`src/rtl/b_mcp_rx_arbiter.sv`:
```
// b_mcp_rx_arbiter
// Receive-domain (bclk) scheduler that shares one downstream consumer between
// NCH multi-cycle-path receive channels. A ready channel is picked round-robin,
// sent a one-cycle load pulse, and its returned word is captured and offered on
// a valid/ready port tagged with the channel index. A missing data pulse is
// abandoned after TO_CYC cycles and reported on err_to.
//
// Output handshake: out_valid rises with a captured word and stays high with
// out_data/out_ch frozen until a cycle where out_valid & out_ready are both 1;
// that cycle is the transfer, and out_valid drops on the next edge. out_ready
// while out_valid is low is ignored.
//
// dbg_state exposes the FSM state (0 IDLE, 1 LOAD, 2 CAPT, 3 HOLD).
//
// Optional build macro: B_MCP_RX_ARB_STATS_EN adds stats_clr, ch_cnt, to_cnt.
`timescale 1ns/1ps
module b_mcp_rx_arbiter #(
    parameter int NCH    = 4,
    parameter int DW     = 8,
    parameter int TO_CYC = 7
) (
    input  logic                   bclk,
    input  logic                   brst_n,
    input  logic [NCH-1:0]         ch_bvalid,
    input  logic [NCH-1:0]         ch_bvalid_out,
    input  logic [NCH*DW-1:0]      ch_bdata,
    output logic [NCH-1:0]         ch_bload,
    output logic                   out_valid,
    input  logic                   out_ready,
    output logic [DW-1:0]          out_data,
    output logic [$clog2(NCH)-1:0] out_ch,
    output logic                   err_to,
    output logic                   busy,
    output logic [1:0]             dbg_state
`ifdef B_MCP_RX_ARB_STATS_EN
    ,
    input  logic                   stats_clr,
    output logic [NCH*16-1:0]      ch_cnt,
    output logic [15:0]            to_cnt
`endif
);
    localparam int PW = $clog2(NCH);

    typedef enum logic [1:0] {
        IDLE = 2'd0,
        LOAD = 2'd1,
        CAPT = 2'd2,
        HOLD = 2'd3
    } state_t;

    state_t         r_state;
    state_t         w_next;
    logic [PW-1:0]  r_ptr;
    logic [PW-1:0]  r_g;
    logic [7:0]     r_to_cnt;
    logic [NCH-1:0] r_bload;
    logic           r_out_valid;
    logic [DW-1:0]  r_out_data;
    logic [PW-1:0]  r_out_ch;
    logic           r_err_to;

    logic           w_any;
    logic [PW-1:0]  w_gidx;
    logic [PW-1:0]  w_cand;
    logic           w_pulse;
    logic           w_to_hit;
    logic           w_hs;
    logic [PW-1:0]  w_g_inc;
    logic [DW-1:0]  w_bdata [NCH];

    for (genvar gi = 0; gi < NCH; gi++) begin : g_unpack
        assign w_bdata[gi] = ch_bdata[gi*DW +: DW];
    end

    // Round-robin search: first requesting channel at or above r_ptr, wrapping.
    always_comb begin
        w_any  = 1'b0;
        w_gidx = '0;
        w_cand = '0;
        for (int k = 0; k < NCH; k++) begin
            w_cand = PW'((int'(r_ptr) + k) % NCH);
            if (!w_any && ch_bvalid[w_cand]) begin
                w_any  = 1'b1;
                w_gidx = w_cand;
            end
        end
    end

    // The granted channel's data pulse; the last wait cycle without it aborts.
    assign w_pulse  = ch_bvalid_out[r_g];
    assign w_to_hit = !w_pulse && (r_to_cnt == 8'(TO_CYC - 1));
    assign w_hs     = r_out_valid && out_ready;
    assign w_g_inc  = (r_g == PW'(NCH - 1)) ? '0 : r_g + PW'(1);

    // State register.
    always_ff @(posedge bclk or negedge brst_n) begin
        if (!brst_n) r_state <= IDLE;
        else         r_state <= w_next;
    end

    // Next-state decode.
    always_comb begin
        w_next = r_state;
        case (r_state)
            IDLE:    if (w_any) w_next = LOAD;
            LOAD:    w_next = CAPT;
            CAPT:    if (w_pulse) w_next = HOLD;
                     else if (w_to_hit) w_next = IDLE;
            HOLD:    if (w_hs) w_next = IDLE;
            default: w_next = IDLE;
        endcase
    end

    // Grant, load pulse, capture, timeout and round-robin pointer registers.
    always_ff @(posedge bclk or negedge brst_n) begin
        if (!brst_n) begin
            r_ptr       <= '0;
            r_g         <= '0;
            r_to_cnt    <= '0;
            r_bload     <= '0;
            r_out_valid <= 1'b0;
            r_out_data  <= '0;
            r_out_ch    <= '0;
            r_err_to    <= 1'b0;
        end else begin
            r_bload  <= '0;
            r_err_to <= 1'b0;
            case (r_state)
                IDLE: begin
                    if (w_any) begin
                        r_g     <= w_gidx;
                        r_bload <= {{(NCH-1){1'b0}}, 1'b1} << w_gidx;
                    end
                end
                LOAD: r_to_cnt <= '0;
                CAPT: begin
                    if (w_pulse) begin
                        r_out_data  <= w_bdata[r_g];
                        r_out_ch    <= r_g;
                        r_out_valid <= 1'b1;
                    end else begin
                        r_to_cnt <= r_to_cnt + 8'd1;
                        if (w_to_hit) begin
                            r_err_to <= 1'b1;
                            r_ptr    <= w_g_inc;
                        end
                    end
                end
                HOLD: begin
                    if (w_hs) begin
                        r_out_valid <= 1'b0;
                        r_ptr       <= w_g_inc;
                    end
                end
                default: ;
            endcase
        end
    end

    assign ch_bload  = r_bload;
    assign out_valid = r_out_valid;
    assign out_data  = r_out_data;
    assign out_ch    = r_out_ch;
    assign err_to    = r_err_to;
    assign busy      = (r_state != IDLE);
    assign dbg_state = r_state;

`ifdef B_MCP_RX_ARB_STATS_EN
    logic [15:0] r_ch_cnt [NCH];
    logic [15:0] r_tocnt;

    // Saturating delivery/timeout counters; clear wins over a same-cycle bump.
    always_ff @(posedge bclk or negedge brst_n) begin
        if (!brst_n) begin
            for (int i = 0; i < NCH; i++) r_ch_cnt[i] <= '0;
            r_tocnt <= '0;
        end else if (stats_clr) begin
            for (int i = 0; i < NCH; i++) r_ch_cnt[i] <= '0;
            r_tocnt <= '0;
        end else begin
            if (r_state == HOLD && w_hs && r_ch_cnt[r_g] != 16'hFFFF)
                r_ch_cnt[r_g] <= r_ch_cnt[r_g] + 16'd1;
            if (r_state == CAPT && w_to_hit && r_tocnt != 16'hFFFF)
                r_tocnt <= r_tocnt + 16'd1;
        end
    end

    for (genvar gi = 0; gi < NCH; gi++) begin : g_cnt
        assign ch_cnt[gi*16 +: 16] = r_ch_cnt[gi];
    end
    assign to_cnt = r_tocnt;
`endif

endmodule

```
`config.mk`:
```
export PLATFORM = sky130hd
export DESIGN_NAME = b_mcp_rx_arbiter
export DESIGN_NICKNAME = d
export VERILOG_FILES = /design/src/rtl/b_mcp_rx_arbiter.sv
export SDC_FILE = /design/constraint.sdc
export NUM_CORES = 1
export LEC_CHECK = 0
export ABC_AREA = 1
export ABC_CLOCK_PERIOD_IN_PS = 2300
export CAP_MARGIN = 20
export CORE_MARGIN = 2
export CORE_UTILIZATION = 30
export DETAILED_ROUTE_END_ITERATION = 8
export GPL_TIMING_DRIVEN = 1
export SETUP_SLACK_MARGIN = 0.02
export SLEW_MARGIN = 0
export SYNTH_ARGS = -nofsm -noshare
export SYNTH_HDL_FRONTEND = slang
export SYNTH_SLANG_ARGS = --single-unit
```
`constraint.sdc`:
```
create_clock -name bclk -period 2.3 [get_ports bclk]
set_input_delay 0.69 -clock bclk [delete_from_list [all_inputs] [get_ports bclk]]
set_output_delay 0.69 -clock bclk [all_outputs]
set_load 0.005 [all_outputs]
```
=== Yosys cells after proc, flatten, opt, wreduce, memory -nomap -nowiden ===
Cells that the tools add are included.

* Output and inout bits: 19
* Word-level logic and storage cells: 93
* Memory bits (writable): 0
* Latch bits: 0
* Bits in registers: 30
* Memory bits (read-only): 0
* Memories: 0
* Input port bits: 43

* Equal/unequal tests: 11
* Multiplexer cells: 41
* Divide/modulo/power cells: 0
* Bitwise operators: 1
* Shift operators: 1
* Reductions and logical operators: 19
* Multipliers: 0
* Order comparisons: 6
* Add/subtract/negate cells: 5

{| class="wikitable"
|+ Operators by type and width
! cell !! number
|-
| 2-bit 2-to-1 mux || 12
|-
| 8-bit 2-to-1 mux || 3
|-
| 8-bit binary-select mux with 2-bit select || 1
|-
| 8-bit one-hot mux with 2 select lines || 1
|-
| 2-bit by 3-bit less-than comparator with 1-bit output, second input constant || 5
|-
| 1-bit 2-to-1 mux || 14
|-
| 1-bit binary-select mux with 2-bit select || 5
|-
| 2-bit != test, second input constant || 5
|-
| 8-bit by 1-bit adder with 8-bit output, second input constant || 1
|-
| 8-bit by 3-bit == test with 1-bit output, second input constant || 1
|-
| 4-bit 2-to-1 mux || 2
|-
| 2-bit one-hot mux with 4 select lines || 1
|-
| 2-bit == test, second input constant || 3
|-
| 2-bit AND reduction || 3
|-
| 3-bit AND reduction || 2
|-
| 2-bit nonzero test || 3
|-
| 1-bit logical AND || 5
|-
| 2-bit by 1-bit adder with 2-bit output, second input constant || 2
|-
| 2-bit adder, second input constant || 2
|-
| 1-bit logical NOT || 4
|-
| 2-bit one-hot mux with 2 select lines || 1
|-
| 4-bit AND reduction || 1
|-
| 1-bit by 2-bit left shift with 4-bit output, first input constant || 1
|-
| 3-bit greater-or-equal comparator, second input constant || 1
|-
| 5 further kinds || 5
|}

=== Depth between registers and ports, before layout ===
Gate-level depths: netlist (run 1).

* Word-level depth: 15
* Gate-level depth with buffers: 12
* Depth with buffers taken out: 12

=== Worst setup path before layout (run 1) ===
OpenSTA, ideal clock, no wires.

* Path type: input to register
* From: input ch_bvalid_out[1]
* To: register r_to_cnt[3]
* Cell stages on the path: 8
* Required time: 2.179 ns
* Setup slack: 0.744 ns
* Path buffers: 1
* Library setup time: 0.121 ns
* Data arrival time: 1.435 ns
* Path through: nand2_1 -> nand3_1 -> nand2_4 -> nand2_4 -> buf_12 -> nor2_2 -> xor2_1 -> nor2_1

* Longest elaborated chain between the ends: 4

{| class="wikitable"
|+ RTL lines
! item !! RTL line !! source
|-
| start, declared || 25 || <nowiki>input logic [NCH-1:0] ch_bvalid_out,</nowiki>
|-
| 1-bit binary-select mux with 2-bit select || 90 || <nowiki>assign w_pulse = ch_bvalid_out[r_g];</nowiki>
|-
| 1-bit 2-to-1 mux (implied by the code) || 90 ||
|-
| 2-bit != test (no line) || n/a ||
|-
| 2-bit AND reduction (no line) || n/a ||
|-
| end signal, assigned || 142 || <nowiki>r_to_cnt <= r_to_cnt + 8'd1;</nowiki>
|-
| end, declared || 55 || <nowiki>logic [7:0] r_to_cnt;</nowiki>
|}

No other way between the ends. The select of a mux whose other input is x is not followed.
A chain may end at the register's enable or synchronous reset.

=== Worst setup path after layout (run 1) ===
* From: register r_state[0] (netlist: dbg_state[0])
* To: output busy

* Longest elaborated chain between the ends: 1

{| class="wikitable"
|+ RTL lines
! item !! RTL line !! source
|-
| start, declared || 51 || <nowiki>state_t r_state;</nowiki>
|-
| start signal, assigned || 98 || <nowiki>else r_state <= w_next;</nowiki>
|-
| 2-bit nonzero test || 165 || <nowiki>assign busy = (r_state != IDLE);</nowiki>
|-
| end, declared || 33 || <nowiki>output logic busy,</nowiki>
|}

No other way between the ends.

==> flow_summary.toml, run 1 <==
[outcome]
status = "finished, final reports clean"

[yosys]
syn_inst = 260
synth_top_cell_area_share_pct = 39.3
yosys-top-cells-count = "77 x nand2_1, 30 x dfrtp_1, 30 x nor2_1, 22 x inv_1, 20 x o21ai_0"
ys.flop_type = "dfrtp_1"
synth_compound_area_share_pct = 11.8
synth_area_per_cell_um2 = 7.34
synth_area_um2 = 1910
synth-simple-area-share_pct = 36.0
ys.warnings.count = 0
synth_mux_area_share_pct = 0
ys_seq_elements = 30
yosysSeqAreaShare_pct = 39.3
synthTopCellsByArea = "dfrtp_1 39%, nand2_1 15%, nor2_1 5.9%"
synth_fa_ha_area_share_pct = 1.97
synth_xor_area_share_pct = 1.38
synth_top_family_by_area = "simple AND/OR/NAND/NOR gates"
yosys.area.top_type = "dfrtp_1"
syn-num-nets = 306
synth_most_common_cell = "nand2_1"
ys_types = 31
async_flop_share_pct = 100
synth_edf_count = 0

[cts]
cts_setup_buffers = 0
cts-root-buf = "clkbuf_8"
cts_hold_buf = 0
cts.path.max_buffers = 2
htreeDepth = 2
clock_latency_ps = 280
cts_tree = "built"
path_clk_slew_ps = 70
cts_made_buffers = 5
cts.sinks = 30

[global_routing]
grt_use_met1_pct = 15.6
grt_use_met2_pct = 24.2
antenna_found_initial = 0
grtUsageTotal_pct = 14.3
grt_max_degree = 31
grt_pass1_vias = 1782
grt_pass1_wl_um = 8070
met3_usage_pct = 7.12
busiest_layer = "met2"
grt_overflow = 0

[cells_and_area]
drive_gt1_share_pct = 13.5
fin_nets = 371
n_antenna_cell = 0
fillerInstances = 657
syn_to_final_growth_pct = 39.8

[sta]
relSlewSlack_pct = 73.3
skew_ps = 7.59
min_period_ps = 2160
setup_viol = 0
setup_ws_ps = 137
fin_setup_tns_ps = 0
finalMaxSlewViolations = 0
fmax_mhz = 462
hold_viol = 0
period_share_pct = 94.0
worst_pin_slew_ps = 401
grt_setup_unrepaired = "false"
hold_ws_ps = 485

[setup_path]
path_cells = "nor2_2 -> inv_1 -> clkdlybuf4s50_1"
required_ps = 1610
reg2reg_setup_slack_ps = 530
cp_num_buf_inv = 2
regToRegStartpoint = "r_g[0]"
worst_setup_path_end_kind = "output port"
cp_max_fo = 5
worstPathArrival_ps = 1470
start_kind = "flip-flop"
crit_type = "flip-flop to output port"
critPathMaxStageDelay_ps = 470
ff2ff_path_depth = 9
slowest_stage = "clkdlybuf4s50_1"
reg2reg_to = "r_ptr[0]"
critPathTopFamily = "buffers and inverters"

[route]
drt_iter0_markers = 88
wl_um = 4680
viasPerCell = 4.56
wire_per_inst_um = 11.6
drc = 0
dr.pass1.iters = 5
via_count = 1833
final_antenna_net_count = 0

[hold_path]
hp-class = "flip-flop to flip-flop"
min_to = "out_data[0]"
min_from = "out_data[0]"
whs_path_depth = 2

[die]
row_count = 29
core_um2 = 6240
ios = 62
start_util_pct = 30.6
die_height_um = 83.8
dieArea_um2 = 7020
die_x_um = 83.8

[pwr]
power_w = 0.00311
ir_drop_uv = 432
power.density_nw_per_um2 = 1160
power_leakage_nw = 1.28

[flow_run]
drv_cap = 0

[placed_design]
place_ws_ps = 151
finalWeightedCongestion = 0.831
port_buffers = 61
dp_hpwl_um = 3590
==> flip-flops by register name (all words and copies together) (netlist names) <==
name / count
ch_bload: 4
dbg_state: 2
err_to: 1
out_ch: 2
out_data: 8
out_valid: 1
r_g: 2
r_ptr: 2
r_to_cnt: 8
==> per-stage QoR <==
step                      util (%)  instance area [um^2]  std cells
after floorplan                  -                  1910        260
after global placement        41.5                  2590        395
after detailed placement      41.5                  2590        395
after CTS                     42.7                  2670        402
after global routing          42.8                  2670        402
final                         42.8                  2670        402
==> cell families after synthesis <==
logic type | Yosys count
simple gates | 147
compound gates | 40
flops | 30
fa+ha+maj | 3
xor+xnor | 3
buf+inv | 37
==> worst min-delay path: cells and delay by family (launching register included) <==
family | cells | cell delay (ps)
simple gates | 2 | 100
flops | 1 | 350
==> repair_timing <==
action,in CTS,in global routing
endpoints found under the hold margin,0,0
resized for setup,0,1
setup endpoints to repair,0,1
==> layout make-up <==
type	count	area, um^2	area share, %
Multi-Input combinational cell	193	978	36.6
Tap cell	77	96.3	3.61
Clock inverter	2	10.0	0.375
Timing Repair Buffer	65	641	24.0
Sequential cell	30	751	28.1
Clock buffer	5	68.8	2.58
Inverter	30	125	4.69
==> power breakdown <==
group	internal [W]	total, W	switching (W)
Sequential	0.000721	0.000903	0.000183
Clock	0.000203	0.000401	0.000198
Combinational	0.000781	0.00180	0.00102
==> worst max path at each step <==
| stage | start | end | slack (ps) | cells after the start |
|---|---|---|---|---|
| detailed placement | ch_bvalid[1] | r_g[0] | 150 | 11 |
| finish | dbg_state[0] | busy | 140 | 3 |
| global placement | ch_bvalid_out[1] | r_ptr[0] | 200 | 9 |
| CTS | dbg_state[0] | busy | 100 | 3 |
| floorplan | ch_bvalid_out[1] | r_to_cnt[3] | 740 | 8 |
| global route | dbg_state[1] | busy | 50 | 3 |
==> placed cells by master, fill, tap and decap left out, types with 4 or more instances in the layout <==
| master | n |
|---|---|
| nand3_1 | 12 |
| dfrtp_1 | 30 |
| inv_1 | 22 |
| nor2_1 | 29 |
| nand2_2 | 9 |
| nand3_2 | 4 |
| clkdlybuf4s50_1 | 61 |
| inv_2 | 7 |
| nor3_1 | 4 |
| buf_4 | 4 |
| nand2_1 | 77 |
| clkbuf_8 | 5 |
| o21ai_0 | 20 |
| o21ai_1 | 6 |
| o22ai_1 | 10 |
==> metal layers <==
metal	vias up	part of all wire, %
li1	956	-
met1	806	43
met2	65	45
met3	6	10
met4	0	1.5
met5	-	0
(Power assumes the default switching activity.)
==> run 2, diff against run 1 <==
Settings changed: CTS_CLUSTER_DIAMETER set to 200.
==> results of run 2 <==
No change in the layout: final DEF, timing and power equal those of run 1.
